==> config.mk <==
export PLATFORM = sky130hd
export DESIGN_NAME = mmu_feeder
export DESIGN_NICKNAME = d
export VERILOG_FILES = /design/src/rtl/mmu_feeder.sv
export SDC_FILE = /design/constraint.sdc
export NUM_CORES = 1
export LEC_CHECK = 0
export CAP_MARGIN = 20
export CELL_PAD_IN_SITES_DETAIL_PLACEMENT = 1
export CELL_PAD_IN_SITES_GLOBAL_PLACEMENT = 2
export CORE_MARGIN = 3
export CORE_UTILIZATION = 26
export DETAILED_ROUTE_END_ITERATION = 10
export PLACE_DENSITY = 0.88
export SLEW_MARGIN = 20
export SYNTH_ARGS = -nofsm -noshare
export SYNTH_HDL_FRONTEND = slang
export SYNTH_SLANG_ARGS = --single-unit
==> constraint.sdc <==
create_clock -name clk -period 5.3 [get_ports clk]
set_clock_uncertainty 0.2 [all_clocks]
set_input_delay 1.06 -clock clk [delete_from_list [all_inputs] [get_ports clk]]
set_output_delay 1.06 -clock clk [all_outputs]
set_load 0.1 [all_outputs]
==> src/rtl/mmu_feeder.sv <==
// mmu_feeder: sequences weight loads and activation streaming into a 3x3 systolic MMU,
// and tags the staggered per-column results for the accumulator.
module mmu_feeder #(
    parameter int DATA_WIDTH = 8,
    parameter int ARRAY_SIZE = 3
) (
    input  logic                                         clk,
    input  logic                                         rst,
    input  logic                                         cmd_valid,
    output logic                                         cmd_ready,
    input  logic                                         cmd_load,
    input  logic                                         cmd_signed,
    input  logic [ARRAY_SIZE*ARRAY_SIZE*DATA_WIDTH-1:0]  cmd_weights,
    input  logic                                         act_valid,
    output logic                                         act_ready,
    input  logic [ARRAY_SIZE*DATA_WIDTH-1:0]             act_data,
    input  logic                                         act_last,
    output logic                                         en_weight_pass,
    output logic                                         en_capture_r0_c0,
    output logic                                         en_capture_r0_c1,
    output logic                                         en_capture_r0_c2,
    output logic                                         en_capture_r1_c0,
    output logic                                         en_capture_r1_c1,
    output logic                                         en_capture_r1_c2,
    output logic                                         en_capture_r2_c0,
    output logic                                         en_capture_r2_c1,
    output logic                                         en_capture_r2_c2,
    output logic                                         use_signed,
    output logic [DATA_WIDTH-1:0]                        row0_out,
    output logic [DATA_WIDTH-1:0]                        row1_out,
    output logic [DATA_WIDTH-1:0]                        row2_out,
    output logic [DATA_WIDTH-1:0]                        col0_out,
    output logic [DATA_WIDTH-1:0]                        col1_out,
    output logic [DATA_WIDTH-1:0]                        col2_out,
    output logic [2:0]                                   acc_valid,
    output logic [2:0]                                   acc_last,
    output logic                                         busy,
    output logic                                         done
);
    localparam int DW = DATA_WIDTH;

    typedef enum logic [1:0] {IDLE, LOAD, COMPUTE, DRAIN} state_t;

    state_t                                r_state, w_state_nxt;
    logic [2:0]                            r_cnt, w_cnt_nxt;
    logic [ARRAY_SIZE*ARRAY_SIZE*DW-1:0]   r_w;
    logic                                  r_signed;
    logic [4:0]                            r_vld, r_lst;
    logic                                  w_cmd_acc, w_act_acc, w_cap;
    logic [1:0]                            w_wrow;
    logic [DW-1:0]                         w_col [ARRAY_SIZE];

    assign w_cmd_acc = cmd_valid && cmd_ready;
    assign w_act_acc = act_valid && act_ready;

    always_comb begin
        w_state_nxt = r_state;
        w_cnt_nxt   = r_cnt;
        case (r_state)
            IDLE: if (w_cmd_acc) begin
                w_state_nxt = cmd_load ? LOAD : COMPUTE;
                w_cnt_nxt   = '0;
            end
            LOAD: begin
                w_state_nxt = (r_cnt == 3'd2) ? COMPUTE : LOAD;
                w_cnt_nxt   = (r_cnt == 3'd2) ? 3'd0 : r_cnt + 3'd1;
            end
            COMPUTE: if (w_act_acc && act_last) begin
                w_state_nxt = DRAIN;
                w_cnt_nxt   = '0;
            end
            DRAIN: begin
                w_state_nxt = (r_cnt == 3'd4) ? IDLE : DRAIN;
                w_cnt_nxt   = (r_cnt == 3'd4) ? 3'd0 : r_cnt + 3'd1;
            end
            default: w_state_nxt = IDLE;
        endcase
    end

    always_ff @(posedge clk) begin
        if (rst) begin
            r_state  <= IDLE;
            r_cnt    <= '0;
            r_w      <= '0;
            r_signed <= 1'b0;
            r_vld    <= '0;
            r_lst    <= '0;
        end else begin
            r_state <= w_state_nxt;
            r_cnt   <= w_cnt_nxt;
            r_vld   <= {r_vld[3:0], w_act_acc};
            r_lst   <= {r_lst[3:0], w_act_acc && act_last};
            if (w_cmd_acc) begin
                r_signed <= cmd_signed;
                if (cmd_load) r_w <= cmd_weights;
            end
        end
    end

    assign cmd_ready      = (r_state == IDLE);
    assign busy           = (r_state != IDLE);
    assign act_ready      = (r_state == COMPUTE);
    assign en_weight_pass = (r_state == LOAD);
    assign use_signed     = r_signed && busy;
    assign done           = (r_state == DRAIN) && (r_cnt == 3'd4);
    assign w_cap          = (r_state == LOAD) && (r_cnt == 3'd2);

    // Weights enter bottom row first so row r ends up holding W[r][*] after L2.
    assign w_wrow = 2'd2 - r_cnt[1:0];
    for (genvar c = 0; c < ARRAY_SIZE; c++) begin : g_col
        assign w_col[c] = (r_state == LOAD) ? r_w[(int'(w_wrow)*ARRAY_SIZE + c)*DW +: DW] : '0;
    end

    assign row0_out = w_act_acc ? act_data[0*DW +: DW] : '0;
    assign row1_out = w_act_acc ? act_data[1*DW +: DW] : '0;
    assign row2_out = w_act_acc ? act_data[2*DW +: DW] : '0;
    assign col0_out = w_col[0];
    assign col1_out = w_col[1];
    assign col2_out = w_col[2];

    assign en_capture_r0_c0 = w_cap;
    assign en_capture_r0_c1 = w_cap;
    assign en_capture_r0_c2 = w_cap;
    assign en_capture_r1_c0 = w_cap;
    assign en_capture_r1_c1 = w_cap;
    assign en_capture_r1_c2 = w_cap;
    assign en_capture_r2_c0 = w_cap;
    assign en_capture_r2_c1 = w_cap;
    assign en_capture_r2_c2 = w_cap;

    // Column c result leaves the array 3+c cycles after its vector enters.
    assign acc_valid = r_vld[4:2];
    assign acc_last  = r_lst[4:2];
endmodule

# ---- After elaboration in Yosys (flattened, before gate mapping)
# Index checks and enable logic that the tools add are counted.
dict set report op_classes {
  muxes 17
  add_sub_neg 4
  shifts 3
  n_eq_ne 7
  reduce_logical 10
  multipliers 1
}
# op n
set ops {}
lappend ops {{72-bit by 32-bit variable part select with 8-bit output} 2}
lappend ops {{72-bit by 9-bit variable part select with 8-bit output} 1}
lappend ops {{8-bit two-way mux} 6}
lappend ops {{29-bit by 2-bit adder with 29-bit output (second input constant)} 1}
lappend ops {{3-bit two-way mux} 4}
lappend ops {{3-bit case mux with 4 select lines} 1}
lappend ops {{2-bit two-way mux} 5}
lappend ops {{2-bit case mux with 4 select lines} 1}
lappend ops {{1-bit logical AND} 6}
lappend ops {{4-bit by 2-bit adder with 5-bit output (second input constant)} 1}
lappend ops {{2-bit equality test (second input constant)} 2}
lappend ops {{2-bit by 2-bit multiplier with 4-bit output (second input constant)} 1}
lappend ops {{2-bit by 1-bit != test with 1-bit output (second input constant)} 2}
lappend ops {{2-bit AND reduction} 2}
lappend ops {{3-bit by 1-bit adder with 3-bit output (second input constant)} 1}
lappend ops {{3-bit by 2-bit equality test with 1-bit output (second input constant)} 1}
lappend ops {{3-bit equality test (second input constant)} 1}
lappend ops {{2-bit by 1-bit equality test with 1-bit output (second input constant)} 1}
lappend ops {{2-bit logical NOT} 1}
lappend ops {{2-bit nonzero test} 1}
lappend ops {{2-bit subtractor (first input constant)} 1}
dict set report word_totals {
  output_inout_bits 69
  input_bits 103
  reg_bits 88
  word_cells 48
}

# ---- Longest topological paths before layout
dict set report depth {
  word_depth 5
  mapped_depth 10
  mapped_depth_nobuf 5
}

# ---- Worst setup path before layout
# OpenSTA, ideal clock, no wires.
dict set report synth_path {
  kind {register to output}
  startpoint {register r_cnt[0]}
  endpoint {output port en_capture_r0_c1}
  path_buffers 3
  t_arrival_ns 4.225
  setup_slack_ns -0.185
  path_stages_with_launch 8
  required_time_ns 4.040
  path_cell_list {dfxtp_1 > buf_2 > buf_2 > inv_1 > ha_1 > nand2b_1 > nor3b_1 > buf_4}
}
dict set report synth_between {
  elab_chain_len 2
}
# item line_no
set synth_rtl {}
lappend synth_rtl {{start: declaration} 45} ;# logic [2:0] r_cnt, w_cnt_nxt;
lappend synth_rtl {{start signal: assignment} 90} ;# r_cnt <= w_cnt_nxt;
lappend synth_rtl {{3-bit by 2-bit equality test with 1-bit output} 106} ;# assign w_cap = (r_state == LOAD) && (r_cnt == 3'd2);
lappend synth_rtl {{1-bit logical AND} 106}
lappend synth_rtl {{end: declaration} 20} ;# output logic en_capture_r0_c1,
# No other way between the ends.

# ---- Worst setup path after layout
dict set report layout_path {
  startpoint {register r_cnt[1]}
  endpoint {output port col0_out[2]}
}
dict set report layout_between {
  elab_chain_len 4
}
# item line_no
set layout_rtl {}
lappend layout_rtl {{2-bit subtractor} 109} ;# assign w_wrow = 2'd2 - r_cnt[1:0];
lappend layout_rtl {{2-bit by 2-bit multiplier with 4-bit output} 111} ;# assign w_col[c] = (r_state == LOAD) ? r_w[(int'(w_wrow)*ARRAY_SIZE + c)*DW +: DW] : '0;
lappend layout_rtl {{72-bit by 32-bit variable part select with 8-bit output} 111}
lappend layout_rtl {{8-bit two-way mux} 111}
lappend layout_rtl {{end: declaration} 32} ;# output logic [DATA_WIDTH-1:0] col0_out,
# No other way between the ends.

==> qor.txt <==
Layout Nets - 743
CTS tree - yes
Power per cell area - 282 nW/um^2
IO Port Bufs - 171
Post-Synthesis Cells - 500
Rows - 45
DIE WIDTH - 133 um
Reg2reg setup slack - 2.90 ns
Total Power - 0.00180 W
Sequential cell area - 1760 um^2
Resize count post-CTS - 0
Cells on worst reg2reg path - 4
Largest net degree at the start of global routing - 73
Pint - 0.00127 W
Multi-input gate area - 2090 um^2
Hold_sp - r_vld[0]$_SDFF_PP0_
R2R Path End - r_w[47]$_SDFFE_PP0P_
Switching pwr - 0.000533 W
Post-synthesis async set-or-reset flop share - 0
Worst setup SP type - register
Layout Cells excl Fill - 852
LEAKAGE - 2.36 nW
Antenna cells - 0
Die H - 133 um
Final setup vio count - 0
Setup TNS - 0 ns
Yosys reg bits - 88
Worst Hold Path EP - r_vld[1]$_SDFF_PP0_
Minimum clock period - 4.05 ns
I/O Pins - 172
Avg Cell Area, Syn - 8.37 um^2
Fillers - 1793
Global-route usage over all layers - 0.160
Layout area overhead - 52.4%
Initial Util - 0.270
Clk root buf - clkbuf_16
DR pass1 iterations - 6
Fmax - 247 MHz
Gpl congestion - 0.779
Sw Ratio - 0.296
Worst-path clk slew - 0.06 ns
Via density - 4.55
CP endpoint kind - primary output
Inst Count DP - 835
Post-synthesis sequential area ratio - 0.421
Die area - 17700 um^2
Initial antenna violation count - 1
RSZ-0062 raised after global routing - false
Arrival time at the worst endpoint - 2.79 ns
GRT overflow - 0
Vias in the first global route - 4213
Max_slew headroom - 0.335
Worst-path fanout max - 16
Detailed placement HPWL - 10400 um
DRC viols - 0
Post-Syn Area - 4180 um^2
Vias after detailed routing - 3880
Setup Crit Path Kind - reg2out
Routed len/inst - 16.5 um
Status - finished, final reports clean
Synth Warn # - 0
H-tree levels - 3
Post-synth EDFFs - 0
Gate power share - 0.228
Period Utilization, post-route - 0.764
Core area - 15500 um^2
Synth Flop Type - dfxtp_1
Req. time, crit path - 4.04 ns
Postcts setup bufs - 0
VDD IR max - 0.000142 V
Cts hold-fix bufs - 0
Critical R2R Launch - r_state[0]$_SDFFE_PP0P_
Class of the worst hold path - reg2reg
DR iter-0 viols - 132
Share of cells above drive strength 1 - 0.137
Hold Crit Depth - 1
Slew @ Worst Pin - 0.995 ns
Clock power share - 0.371
Endpoints failing hold - 0
CTS Buffer Depth - 2
Pins Over Slew Limit - 0
Clk sinks - 88
Post-synth cell types - 36
Detailed Route WL - 14000 um
Max_cap viols - 0
Sequential cell fraction of total power - 0.401
First-pass GRT wire length - 22400 um
Syn nets - 607
Inserted Clock Buffers - 9
Worst skew pair latency - 0.34 ns
Final ANT Viol Nets - 0
-- critical path, cell delays in order (launching register included) --
cell and delay (ns):
dfxtp_1 0.42, inv_1 0.07, ha_1 0.65, and2_1 0.73
o2bb2ai_1 0.17, and2_1 0.20, buf_12 0.19
-- layer usage --
layer,vias up,share of wire,global-route usage
met4,0,0.027,0.0658
met1,1811,0.41,0.184
met2,125,0.50,0.276
li1,1921,-,-
met5,-,0,0
met3,23,0.060,0.0460
-- area by class of cell --
| type | instances | share of cell area |
|---|---|---|
| Clock buffer | 10 | 0.0359 |
| Clock inverter | 6 | 0.0131 |
| Inverter | 6 | 0.00353 |
| Multi-Input combinational cell | 354 | 0.328 |
| Sequential cell | 88 | 0.276 |
| Tap cell | 211 | 0.0414 |
| Timing Repair Buffer | 177 | 0.301 |
-- per-stage QoR --
step                      hold slack [ns]  utilization  worst slack [ns]  instance area [um^2]
after global routing                0.253        0.412              1.05                  6380
after global placement              0.228        0.390              1.64                  6040
after detailed placement            0.230        0.390              1.56                  6040
after floorplan                     0.214            -             0.940                  4190
final                               0.235        0.412              1.25                  6380
after CTS                           0.240        0.411              1.16                  6360
-- how the worst max path moves through the flow --
stage	startpoint	end	slack, ns	depth (start not counted)
global placement	r_cnt[1]$_SDFFE_PP0P_	col0_out[7]	1.64	6
CTS	r_cnt[1]$_SDFFE_PP0P_	col0_out[7]	1.16	6
detailed placement	r_cnt[1]$_SDFFE_PP0P_	col0_out[7]	1.56	6
floorplan	r_state[1]$_SDFFE_PP0P_	row0_out[1]	0.94	4
global route	r_cnt[1]$_SDFFE_PP0P_	col2_out[1]	1.05	6
finish	r_cnt[1]$_SDFFE_PP0P_	col0_out[2]	1.25	6
-- power groups by stage --
stage	Sequential, W	Combinational [W]	Clock [W]
5_1_grt	0.000726	0.000440	0.000718
6_report	0.000721	0.000411	0.000668
4_1_cts	0.000721	0.000414	0.000689
3_3_place_gp	0.000734	0.000404	0
2_1_floorplan	0.000722	0.000275	0
3_5_place_dp	0.000736	0.000412	0
-- cells in the mapped netlist (all sizes together) (2+ instances only) --
cell,n,share of area
a21oi,74,0.089
and2,43,0.065
and3,3,0.0045
buf,39,0.067
clkbuf,13,0.012
dfxtp,88,0.42
ha,4,0.012
inv,6,0.0054
mux2i,16,0.038
mux4,8,0.048
nand2,144,0.13
nand2b,2,0.0030
nand3,4,0.0048
nor2,2,0.0018
nor2b,22,0.035
nor3,2,0.0024
o21ai,2,0.0024
o2bb2ai,18,0.038
-- cell usage in the layout (no fill, tap or decap), types with 2 or more instances in the layout --
cell               n
nor3_1             2
clkdlybuf4s50_1  113
clkinv_2           3
mux4_1             6
and2_1            42
nand2_1          144
inv_1              6
nand2b_1           2
dfxtp_1           88
o21ai_0            2
nor2_1             2
buf_4             38
nand3_1            4
o2bb2ai_1         18
nor2b_1           20
mux2i_1           16
mux4_2             2
ha_1               4
a21oi_1           74
clkbuf_16          9
bufinv_16          2
buf_12            25
and3_1             3
-- sequential cells by signal (all words and copies together), names as in the netlist --
signal / count
r_state: 2
r_vld: 5
r_signed: 1
r_w: 72
r_cnt: 3
r_lst: 5
-- cell families (layout without fill, tap and decap cells) --
group	after synthesis	after routing	synth area share
buffers and inverters	58	199	0.0837
flip-flops	88	88	0.421
AND/OR/NAND/NOR	227	227	0.257
adder cells (fa/ha/maj)	4	4	0.0120
multiplexers	24	24	0.0867
AO/OA/AOI/OAI	99	99	0.140
Note: power is estimated with default switching activity, not from simulation.
